$ cat src/rtl/inception_conv11_sched_pkg.sv
// Shared definitions for the Inception 1x1 branch scheduler and its sibling conv blocks.
package inception_conv11_sched_pkg;

   localparam int unsigned NUM_BR_DEF    = 4;
   localparam int unsigned BIT_WIDTH_DEF = 6;
   localparam int unsigned LAT_DEF       = 2;

   function automatic int unsigned id_width(input int unsigned n);
      return (n > 1) ? $clog2(n) : 1;
   endfunction

   localparam int unsigned BR_ID_W = id_width(NUM_BR_DEF);

   typedef enum logic [1:0] {
      StIdle  = 2'd0,
      StRun   = 2'd1,
      StDrain = 2'd2,
      StDone  = 2'd3
   } sched_state_e;

endpackage

$ cat src/rtl/inception_conv11_sched_rr_arbiter.sv
// Round-robin arbiter: grants the first requester at or after ptr and returns the next pointer.
module inception_conv11_sched_rr_arbiter #(
   parameter int unsigned N    = 4,
   parameter int unsigned ID_W = 2
) (
   input  logic [N-1:0]    req,
   input  logic [ID_W-1:0] ptr,
   output logic [N-1:0]    gnt,
   output logic            valid,
   output logic [ID_W-1:0] idx,
   output logic [ID_W-1:0] next_ptr
);

   int unsigned     cand;
   logic [ID_W-1:0] cand_id;

   always_comb begin
      gnt     = '0;
      valid   = 1'b0;
      idx     = '0;
      cand    = 0;
      cand_id = '0;
      for (int unsigned k = 0; k < N; k++) begin
         cand    = (32'(ptr) + k) % N;
         cand_id = ID_W'(cand);
         if (!valid && req[cand_id]) begin
            valid        = 1'b1;
            gnt[cand_id] = 1'b1;
            idx          = cand_id;
         end
      end
      next_ptr = ptr;
      if (valid) begin
         next_ptr = (32'(idx) == N - 1) ? '0 : idx + ID_W'(1);
      end
   end

endmodule

$ cat src/rtl/inception_conv11_sched.sv
// Time-multiplexes one shared 1x1 conv unit among the Inception branches, tagging each issue.
module inception_conv11_sched
   import inception_conv11_sched_pkg::*;
#(
   parameter int unsigned  NUM_BR    = NUM_BR_DEF,
   parameter int unsigned  BIT_WIDTH = BIT_WIDTH_DEF,
   parameter int unsigned  LAT       = LAT_DEF,
   parameter int unsigned  FRAME_LEN = 16,
   localparam int unsigned ID_W      = id_width(NUM_BR)
) (
   input  logic                        clk,
   input  logic                        rst,
   input  logic                        en,
   input  logic [NUM_BR-1:0]           req,
   input  logic [NUM_BR*BIT_WIDTH-1:0] br_data,
   input  logic [NUM_BR*BIT_WIDTH-1:0] br_kernel,
   output logic [NUM_BR-1:0]           gnt,
   output logic [BIT_WIDTH-1:0]        conv_in_data,
   output logic [BIT_WIDTH-1:0]        conv_kernel,
   input  logic [BIT_WIDTH-1:0]        conv_out_data,
   output logic                        out_valid,
   output logic [ID_W-1:0]             out_branch,
   output logic [BIT_WIDTH-1:0]        out_data,
   output logic                        done
);

   localparam int unsigned CNT_W = $clog2(FRAME_LEN + 1);

   sched_state_e      state_q, state_d;
   logic [ID_W-1:0]   ptr_q, ptr_d;
   logic [CNT_W-1:0]  cnt_q [NUM_BR];
   logic [CNT_W-1:0]  cnt_d [NUM_BR];
   logic [LAT-1:0]    tag_vld_q, tag_vld_d;
   logic [ID_W-1:0]   tag_id_q [LAT];
   logic [ID_W-1:0]   tag_id_d [LAT];

   logic [NUM_BR-1:0] eligible, arb_gnt;
   logic              arb_valid, issue, all_issued, pending;
   logic [ID_W-1:0]   arb_idx, arb_next_ptr;

   always_comb begin
      for (int i = 0; i < NUM_BR; i++) begin
         eligible[i] = req[i] && (cnt_q[i] < CNT_W'(FRAME_LEN));
      end
   end

   inception_conv11_sched_rr_arbiter #(
      .N    (NUM_BR),
      .ID_W (ID_W)
   ) u_arb (
      .req      (eligible),
      .ptr      (ptr_q),
      .gnt      (arb_gnt),
      .valid    (arb_valid),
      .idx      (arb_idx),
      .next_ptr (arb_next_ptr)
   );

   // Reset masks every output in the cycle it is asserted.
   assign issue = rst && (state_q == StRun) && en && arb_valid;
   assign gnt   = issue ? arb_gnt : '0;

   always_comb begin
      conv_in_data = '0;
      conv_kernel  = '0;
      for (int i = 0; i < NUM_BR; i++) begin
         if (gnt[i]) begin
            conv_in_data = br_data[i*BIT_WIDTH +: BIT_WIDTH];
            conv_kernel  = br_kernel[i*BIT_WIDTH +: BIT_WIDTH];
         end
      end
   end

   // Results still behind the head mean the drain is not finished.
   always_comb begin
      pending      = 1'b0;
      tag_vld_d[0] = issue;
      tag_id_d[0]  = arb_idx;
      for (int i = 1; i < LAT; i++) begin
         tag_vld_d[i] = tag_vld_q[i-1];
         tag_id_d[i]  = tag_id_q[i-1];
      end
      for (int i = 0; i < LAT - 1; i++) begin
         pending = pending | tag_vld_q[i];
      end
   end

   always_comb begin
      state_d    = state_q;
      ptr_d      = ptr_q;
      cnt_d      = cnt_q;
      all_issued = 1'b1;
      if (issue) begin
         cnt_d[arb_idx] = cnt_q[arb_idx] + CNT_W'(1);
         ptr_d          = arb_next_ptr;
      end
      for (int i = 0; i < NUM_BR; i++) begin
         all_issued = all_issued && (cnt_d[i] == CNT_W'(FRAME_LEN));
      end
      unique case (state_q)
         StIdle:  if (en) state_d = StRun;
         StRun:   if (all_issued) state_d = StDrain;
         StDrain: if (!pending) state_d = StDone;
         StDone: begin
            cnt_d   = '{default: '0};
            state_d = StIdle;
         end
         default: state_d = StIdle;
      endcase
   end

   always_ff @(posedge clk) begin
      if (!rst) begin
         state_q   <= StIdle;
         ptr_q     <= '0;
         cnt_q     <= '{default: '0};
         tag_vld_q <= '0;
         tag_id_q  <= '{default: '0};
      end else begin
         state_q   <= state_d;
         ptr_q     <= ptr_d;
         cnt_q     <= cnt_d;
         tag_vld_q <= tag_vld_d;
         tag_id_q  <= tag_id_d;
      end
   end

   assign out_valid  = rst && tag_vld_q[LAT-1];
   assign out_branch = out_valid ? tag_id_q[LAT-1] : '0;
   assign out_data   = out_valid ? conv_out_data : '0;
   assign done       = rst && (state_q == StDone);

endmodule
$ cat config.mk
export PLATFORM = sky130hd
export DESIGN_NAME = inception_conv11_sched
export DESIGN_NICKNAME = d
export VERILOG_FILES = /design/src/rtl/inception_conv11_sched_pkg.sv /design/src/rtl/inception_conv11_sched_rr_arbiter.sv /design/src/rtl/inception_conv11_sched.sv
export SDC_FILE = /design/constraint.sdc
export NUM_CORES = 1
export LEC_CHECK = 0
export ABC_AREA = 1
export CORE_MARGIN = 2
export CORE_UTILIZATION = 30
export CTS_CLUSTER_DIAMETER = 40
export DETAILED_ROUTE_END_ITERATION = 7
export DONT_BUFFER_PORTS = 1
export PLACE_DENSITY = 0.53
export SETUP_SLACK_MARGIN = 0.02
export SLEW_MARGIN = 15
export SYNTH_ARGS = -nofsm -noshare
export SYNTH_HDL_FRONTEND = slang
export SYNTH_SLANG_ARGS = --single-unit
$ cat constraint.sdc
create_clock -name clk -period 5.2 [get_ports clk]
set_clock_uncertainty 0.05 [all_clocks]
set_input_delay 1.56 -clock clk [delete_from_list [all_inputs] [get_ports clk]]
set_output_delay 1.56 -clock clk [all_outputs]
set_load 0.05 [all_outputs]
# Yosys cells after proc, flatten, opt, wreduce, memory -nomap -nowiden
# Cells that the tools add are included.
[totals] regBits=30 in_bits=61 output_inout_bits=26
[op_classes] addsub=5 magnitude_cmp=14 eq_ne=11 mux=51 bitwise=5 reduce_logical=27
[op_table] operator="6-bit two-way mux" n=9
[op_table] operator="20-bit bitwise mux" n=1
[op_table] operator="5-bit equality test (second input constant)" n=4
[op_table] operator="1-bit logical AND" n=20
[op_table] operator="5-bit less-than comparator (second input constant)" n=4
[op_table] operator="20-bit two-way mux" n=1
[op_table] operator="4-bit two-way mux" n=5
[op_table] operator="2-bit two-way mux" n=9
[op_table] operator="5-bit two-way mux" n=3
[op_table] operator="2-bit by 3-bit less-than comparator with 1-bit output (second input constant)" n=4
[op_table] operator="1-bit two-way mux" n=12
[op_table] operator="4-bit OR" n=3
[op_table] operator="5-bit binary-select mux with 2-bit select" n=1
[op_table] operator="5-bit demux with 2-bit select" n=1
[op_table] operator="1-bit binary-select mux with 2-bit select" n=4
[op_table] operator="1-bit demux with 2-bit select" n=4
[op_table] operator="2-bit by 1-bit >= comparator with 1-bit output (second input constant)" n=4
[op_table] operator="2-bit case mux with 4 select lines" n=1
[op_table] operator="2-bit equality test (second input constant)" n=3
[op_table] operator="2-bit != test (second input constant)" n=3
[op_table] operator="5-bit by 1-bit adder with 5-bit output (second input constant)" n=1
[op_table] operator="2-bit by 1-bit adder with 2-bit output (second input constant)" n=2
[op_table] operator="2-bit adder (second input constant)" n=2
[op_table] operator="3-bit >= comparator (second input constant)" n=1
[op_table] operator="other kinds (9)" n=11

# Depth between registers and ports, before layout
[depth] ltp_word=27 mapped_depth=31 depth_no_buf=30

# By module
# Synthesis repeated with hierarchy kept, for this count alone.
[hier_totals] hier_cells=433 area_unflattened_um2=2631.3
[modules_own_cells] mod="inception_conv11_sched" instances=1 cells_each=347 area_each_um2=2118.3 seq_area_each_um2=600.6
[modules_own_cells] mod="inception_conv11_sched_rr_arbiter" instances=1 cells_each=86 area_each_um2=513.0 seq_area_each_um2=0.0

# Worst setup path before layout
# OpenSTA, ideal clock, no wires.
[synth_path] path_kind="input -> output" startpoint="in req[1]" endpoint="out conv_in_data[1]" arrival_ns=4.538 required_time_ns=3.590 path_slack_ns=-0.948 cell_stages=12 path_buffers=3 cell_sequence="nand3_2 > nand3_1 > nand2_2 > nand3_4 > o21a_1 > buf_6 > buf_6 > nand2_2 > clkinv_1 > clkbuf_1 > a221oi_1 > o31ai_1"
[synth_rtl] item="from (decl)" line_no="inception_conv11_sched.sv:14" source="input logic [NUM_BR-1:0] req,"
[synth_rtl] item="1-bit logical AND (*)" line_no="inception_conv11_sched.sv:43" source="eligible[i] = req[i] && (cnt_q[i] < CNT_W'(FRAME_LEN));"
[synth_rtl] item="1-bit binary-select mux with 2-bit select" line_no="inception_conv11_sched_rr_arbiter.sv:26" source="if (!valid && req[cand_id]) begin"
[synth_rtl] item="1-bit two-way mux (implied by the code)" line_no="inception_conv11_sched_rr_arbiter.sv:26"
[synth_rtl] item="1-bit two-way mux" line_no="inception_conv11_sched_rr_arbiter.sv:26"
[synth_rtl] item="1-bit zero test" line_no="inception_conv11_sched_rr_arbiter.sv:26"
[synth_rtl] item="1-bit logical AND" line_no="inception_conv11_sched_rr_arbiter.sv:26"
[synth_rtl] item="1-bit two-way mux" line_no="inception_conv11_sched_rr_arbiter.sv:26"
[synth_rtl] item="1-bit zero test" line_no="inception_conv11_sched_rr_arbiter.sv:26"
[synth_rtl] item="1-bit logical AND" line_no="inception_conv11_sched_rr_arbiter.sv:26"
[synth_rtl] item="1-bit two-way mux" line_no="inception_conv11_sched_rr_arbiter.sv:26"
[synth_rtl] item="1-bit zero test" line_no="inception_conv11_sched_rr_arbiter.sv:26"
[synth_rtl] item="1-bit logical AND" line_no="inception_conv11_sched_rr_arbiter.sv:26"
[synth_rtl] item="1-bit two-way mux" line_no="inception_conv11_sched_rr_arbiter.sv:26"
[synth_rtl] item="1-bit logical AND" line_no="inception_conv11_sched.sv:60" source="assign issue = rst && (state_q == StRun) && en && arb_valid;"
[synth_rtl] item="4-bit two-way mux (*)" line_no="inception_conv11_sched.sv:61" source="assign gnt = issue ? arb_gnt : '0;"
[synth_rtl] item="via gnt[2]" line_no="inception_conv11_sched.sv:17" source="output logic [NUM_BR-1:0] gnt,"
[synth_rtl] item="6-bit two-way mux (*) (2 in a row)" line_no="inception_conv11_sched.sv:67" source="if (gnt[i]) begin"
[synth_rtl] item="to (decl)" line_no="inception_conv11_sched.sv:18" source="output logic [BIT_WIDTH-1:0] conv_in_data,"
# Mark *: on every way through the listed nets, which the timed path passes. The rest lies on a longest branch. The select of a mux whose other input is x is not followed.

# Final worst setup path
[layout_path] startpoint="in req[3]" endpoint="out conv_in_data[1]"
[layout_between] elab_chain_cells=19
[layout_lines] item="1-bit logical AND (*)" line_no="inception_conv11_sched.sv:43"
[layout_lines] item="1-bit binary-select mux with 2-bit select" line_no="inception_conv11_sched_rr_arbiter.sv:26"
[layout_lines] item="1-bit two-way mux (implied by the code)" line_no="inception_conv11_sched_rr_arbiter.sv:26"
[layout_lines] item="1-bit two-way mux" line_no="inception_conv11_sched_rr_arbiter.sv:26"
[layout_lines] item="1-bit zero test" line_no="inception_conv11_sched_rr_arbiter.sv:26"
[layout_lines] item="1-bit logical AND" line_no="inception_conv11_sched_rr_arbiter.sv:26"
[layout_lines] item="1-bit two-way mux" line_no="inception_conv11_sched_rr_arbiter.sv:26"
[layout_lines] item="1-bit zero test" line_no="inception_conv11_sched_rr_arbiter.sv:26"
[layout_lines] item="1-bit logical AND" line_no="inception_conv11_sched_rr_arbiter.sv:26"
[layout_lines] item="1-bit two-way mux" line_no="inception_conv11_sched_rr_arbiter.sv:26"
[layout_lines] item="1-bit zero test" line_no="inception_conv11_sched_rr_arbiter.sv:26"
[layout_lines] item="1-bit logical AND" line_no="inception_conv11_sched_rr_arbiter.sv:26"
[layout_lines] item="1-bit two-way mux" line_no="inception_conv11_sched_rr_arbiter.sv:26"
[layout_lines] item="1-bit logical AND" line_no="inception_conv11_sched.sv:60"
[layout_lines] item="4-bit two-way mux (*)" line_no="inception_conv11_sched.sv:61"
[layout_lines] item="6-bit two-way mux (3 in a row)" line_no="inception_conv11_sched.sv:67"
[layout_lines] item="6-bit two-way mux (*)" line_no="inception_conv11_sched.sv:67"
# Every way passes the cells marked *; elsewhere a longest branch is shown, timed or not. The select of a mux whose other input is x is not followed.

==> results.cfg <==
[logic_synthesis]
synth_top_area_share_pct = 21.48
synth_flop_cell = dfxtp_1
yosysUniqueCellTypes = 32
synth_top_area_cell = dfxtp_1
syn_inst = 434
ys_seq_area_share_pct = 21.48
synth_area_mm2 = 0.002796
synth_area_leaders = dfxtp_1, nand2_1, inv_1
yosys-top-cells-count = nand2_1, inv_1, nor2_1, nand3_1, dfxtp_1
synth.most_common_cell = nand2_1
synthArstFlopShare_pct = 0
ys_warn_count = 0
syn-num-nets = 510
ys_ff_latch = 30
syn_area_per_cell_um2 = 6.443
synth_edf_count = 0

[clock_tree]
cts_buffer_depth = 2
cts_tree = built
postCtsHoldBufs = 0
cts_setup_buffers = 0
htree_levels = 2
cts_num_sinks = 30
clk_pin_slew_worst_paths_ns = 0.07
insertion_delay_ns = 0.29
cts_inserted_buffers = 5
post_cts_resized = 1
cts-root-buf = clkbuf_8

[pwr]
power.leakage_nw = 1.579
p_total_mw = 1.147
ir_drop_uv = 174.5
power_density_mw_per_mm2 = 326.9

[grt]
use_met2_pct = 23.39
antenna_found_initial = 0
gr-usage-met3_pct = 3.190
grt_pass1_vias = 2665
grt_first_pass_wirelength_mm = 12.03
grt_start_max_net_pins = 26
grt-ovfl-total = 0
grt-busiest-layer = met2
met1_usage_pct = 19.65
grt_usage_pct = 14.41

[routing]
vias_per_cell = 4.862
wl_mm = 7.261
drtIter0Drc = 87
wl_per_cell_um = 12.69
detail-route-antenna-nets = 0
drt_pass1_iterations = 4
vias = 2781
drc = 0

[timing]
hold_viol = 0
fin_ws_ns = 0.1723
rsz0062_at_grt = yes
fmax_ghz = 0.1989
setup_viol = 0
min_period_ns = 5.028
whs_ns = 0.3637
fin_setup_tns_ns = 0
slew_viol_final = 0
slew-limit-headroom_pct = 39.76
tightestPinTransition_ns = 0.9002
finalCritPeriodShare_pct = 96.69

[floorplanning]
rows = 35
die_height_um = 100.5
die_w_um = 100.5
io_pins = 87
core_mm2 = 0.009153
design.die.area_mm2 = 0.01011
initial_utilization_pct = 30.55

[worst_hold_path]
worstHoldPathType = reg -> reg

[layout]
drive_gt1_share_pct = 24.51
area_growth_pct = 25.46
final_cells = 572
nNetsFinal = 536
insertedDiodeCount = 0

[placed_design]
dp_hpwl_mm = 5.709
gp_congestion = 0.8614
pre_cts_slack_ns = -0.1757
dp.cells = 564
portBuffers = 0

[worst_setup_path]
required_ns = 3.59
cp-start-kind = primary input
critical_path_arrival_ns = 3.42
path_common_cell = nand2_2
worstPathMaxFanout = 18
cp_cell_sequence = nand3_2, nand2_1, nand2_2, nand2_2, nor2_4, inv_1, nor2_1, a221oi_1, o21ai_1, nand2_2, clkinv_1, buf_4, a221oi_1, buf_4, o31ai_4, buf_12
max_stage_delay_ns = 0.25
critPathSlowestCell = a221oi_1
crit_family = buffers and inverters
endpoint_kind = output pin
crit_buf_inv = 5
path_class = in -> out

[run_status]
status = completed

[job]
maxCapViolations = 0
==> registers in the layout, summed over array words and instances, names as in the netlist <==
signal and cells:
tag_id_d 2, tag_vld_q 2, ptr_q 2, state_q 2, cnt_q 20, tag_id_q 2
==> placed cells by master, fill, tap and decap left out, drive strengths merged <==
cell type,count
a21boi,1
dfxtp,30
inv,63
a22oi,1
a21oi,24
nand4,3
o21a,1
clkbuf,5
nand3,56
or2,2
clkinv,4
bufinv,1
nor2,53
o31ai,7
buf,33
o21ai,25
ha,15
nand3b,2
nand2,124
o22ai,2
a221oi,9
==> area by class of cell <==
type | instances | area, µm²
inverters | 65 | 249.0
repair buffers | 33 | 410.4
well taps | 111 | 138.9
flip-flops and latches | 30 | 600.6
clock buffers | 5 | 68.82
fillers | 955 | 5644
multi-input cells | 325 | 2001
clock inverters | 3 | 40.04
==> stage by stage <==
| stage | cell area (µm²) | util [%] |
|---|---|---|
| 4_1_cts | 3493 | 38.17 |
| 6_report | 3508 | 38.33 |
| 5_1_grt | 3508 | 38.33 |
| 3_5_place_dp | 3382 | 36.95 |
| 3_3_place_gp | 3382 | 36.95 |
| 2_1_floorplan | 2933 | - |
==> routing by layer <==
layer  up-vias  part of all wire [%]
li1       1447                     -
met1      1250                    48
met2        75                    45
met3         9                   5.9
met4         0                  0.94
met5         -                     0
==> final timing paths <==
check        depth (start not counted)  slack [ns]         from               to
max reg2reg                         30        0.93     ptr_q[1]       state_q[0]
min reg2reg                          2        0.36  tag_id_d[1]      tag_id_q[1]
max                                 16        0.17       req[3]  conv_in_data[1]
min                                  2        0.36  tag_id_d[1]      tag_id_q[1]
==> where the power goes <==
part	switching (mW)	total, mW	leakage (nW)	internal [mW]
logic	0.420	0.646	1.28	0.226
registers	0.0160	0.268	0.243	0.252
clock network	0.0925	0.233	0.0579	0.141
==> logic make-up after synthesis <==
logic type	count (synthesis)	synth area share [%]
adder cells (fa/ha/maj)	15	6.711
flip-flops	30	21.48
AO/OA/AOI/OAI	70	14.72
buffers and inverters	79	12.35
AND/OR/NAND/NOR	240	44.74
==> worst register-to-register path, delay by kind of cell (launching register included) <==
family | cells | cell delay, ns
flops | 1 | 0.52
simple gates | 22 | 2.29
compound gates | 2 | 0.14
buf+inv | 4 | 0.49
fa+ha+maj | 2 | 0.71
Power figures use the tool's default switching activity.
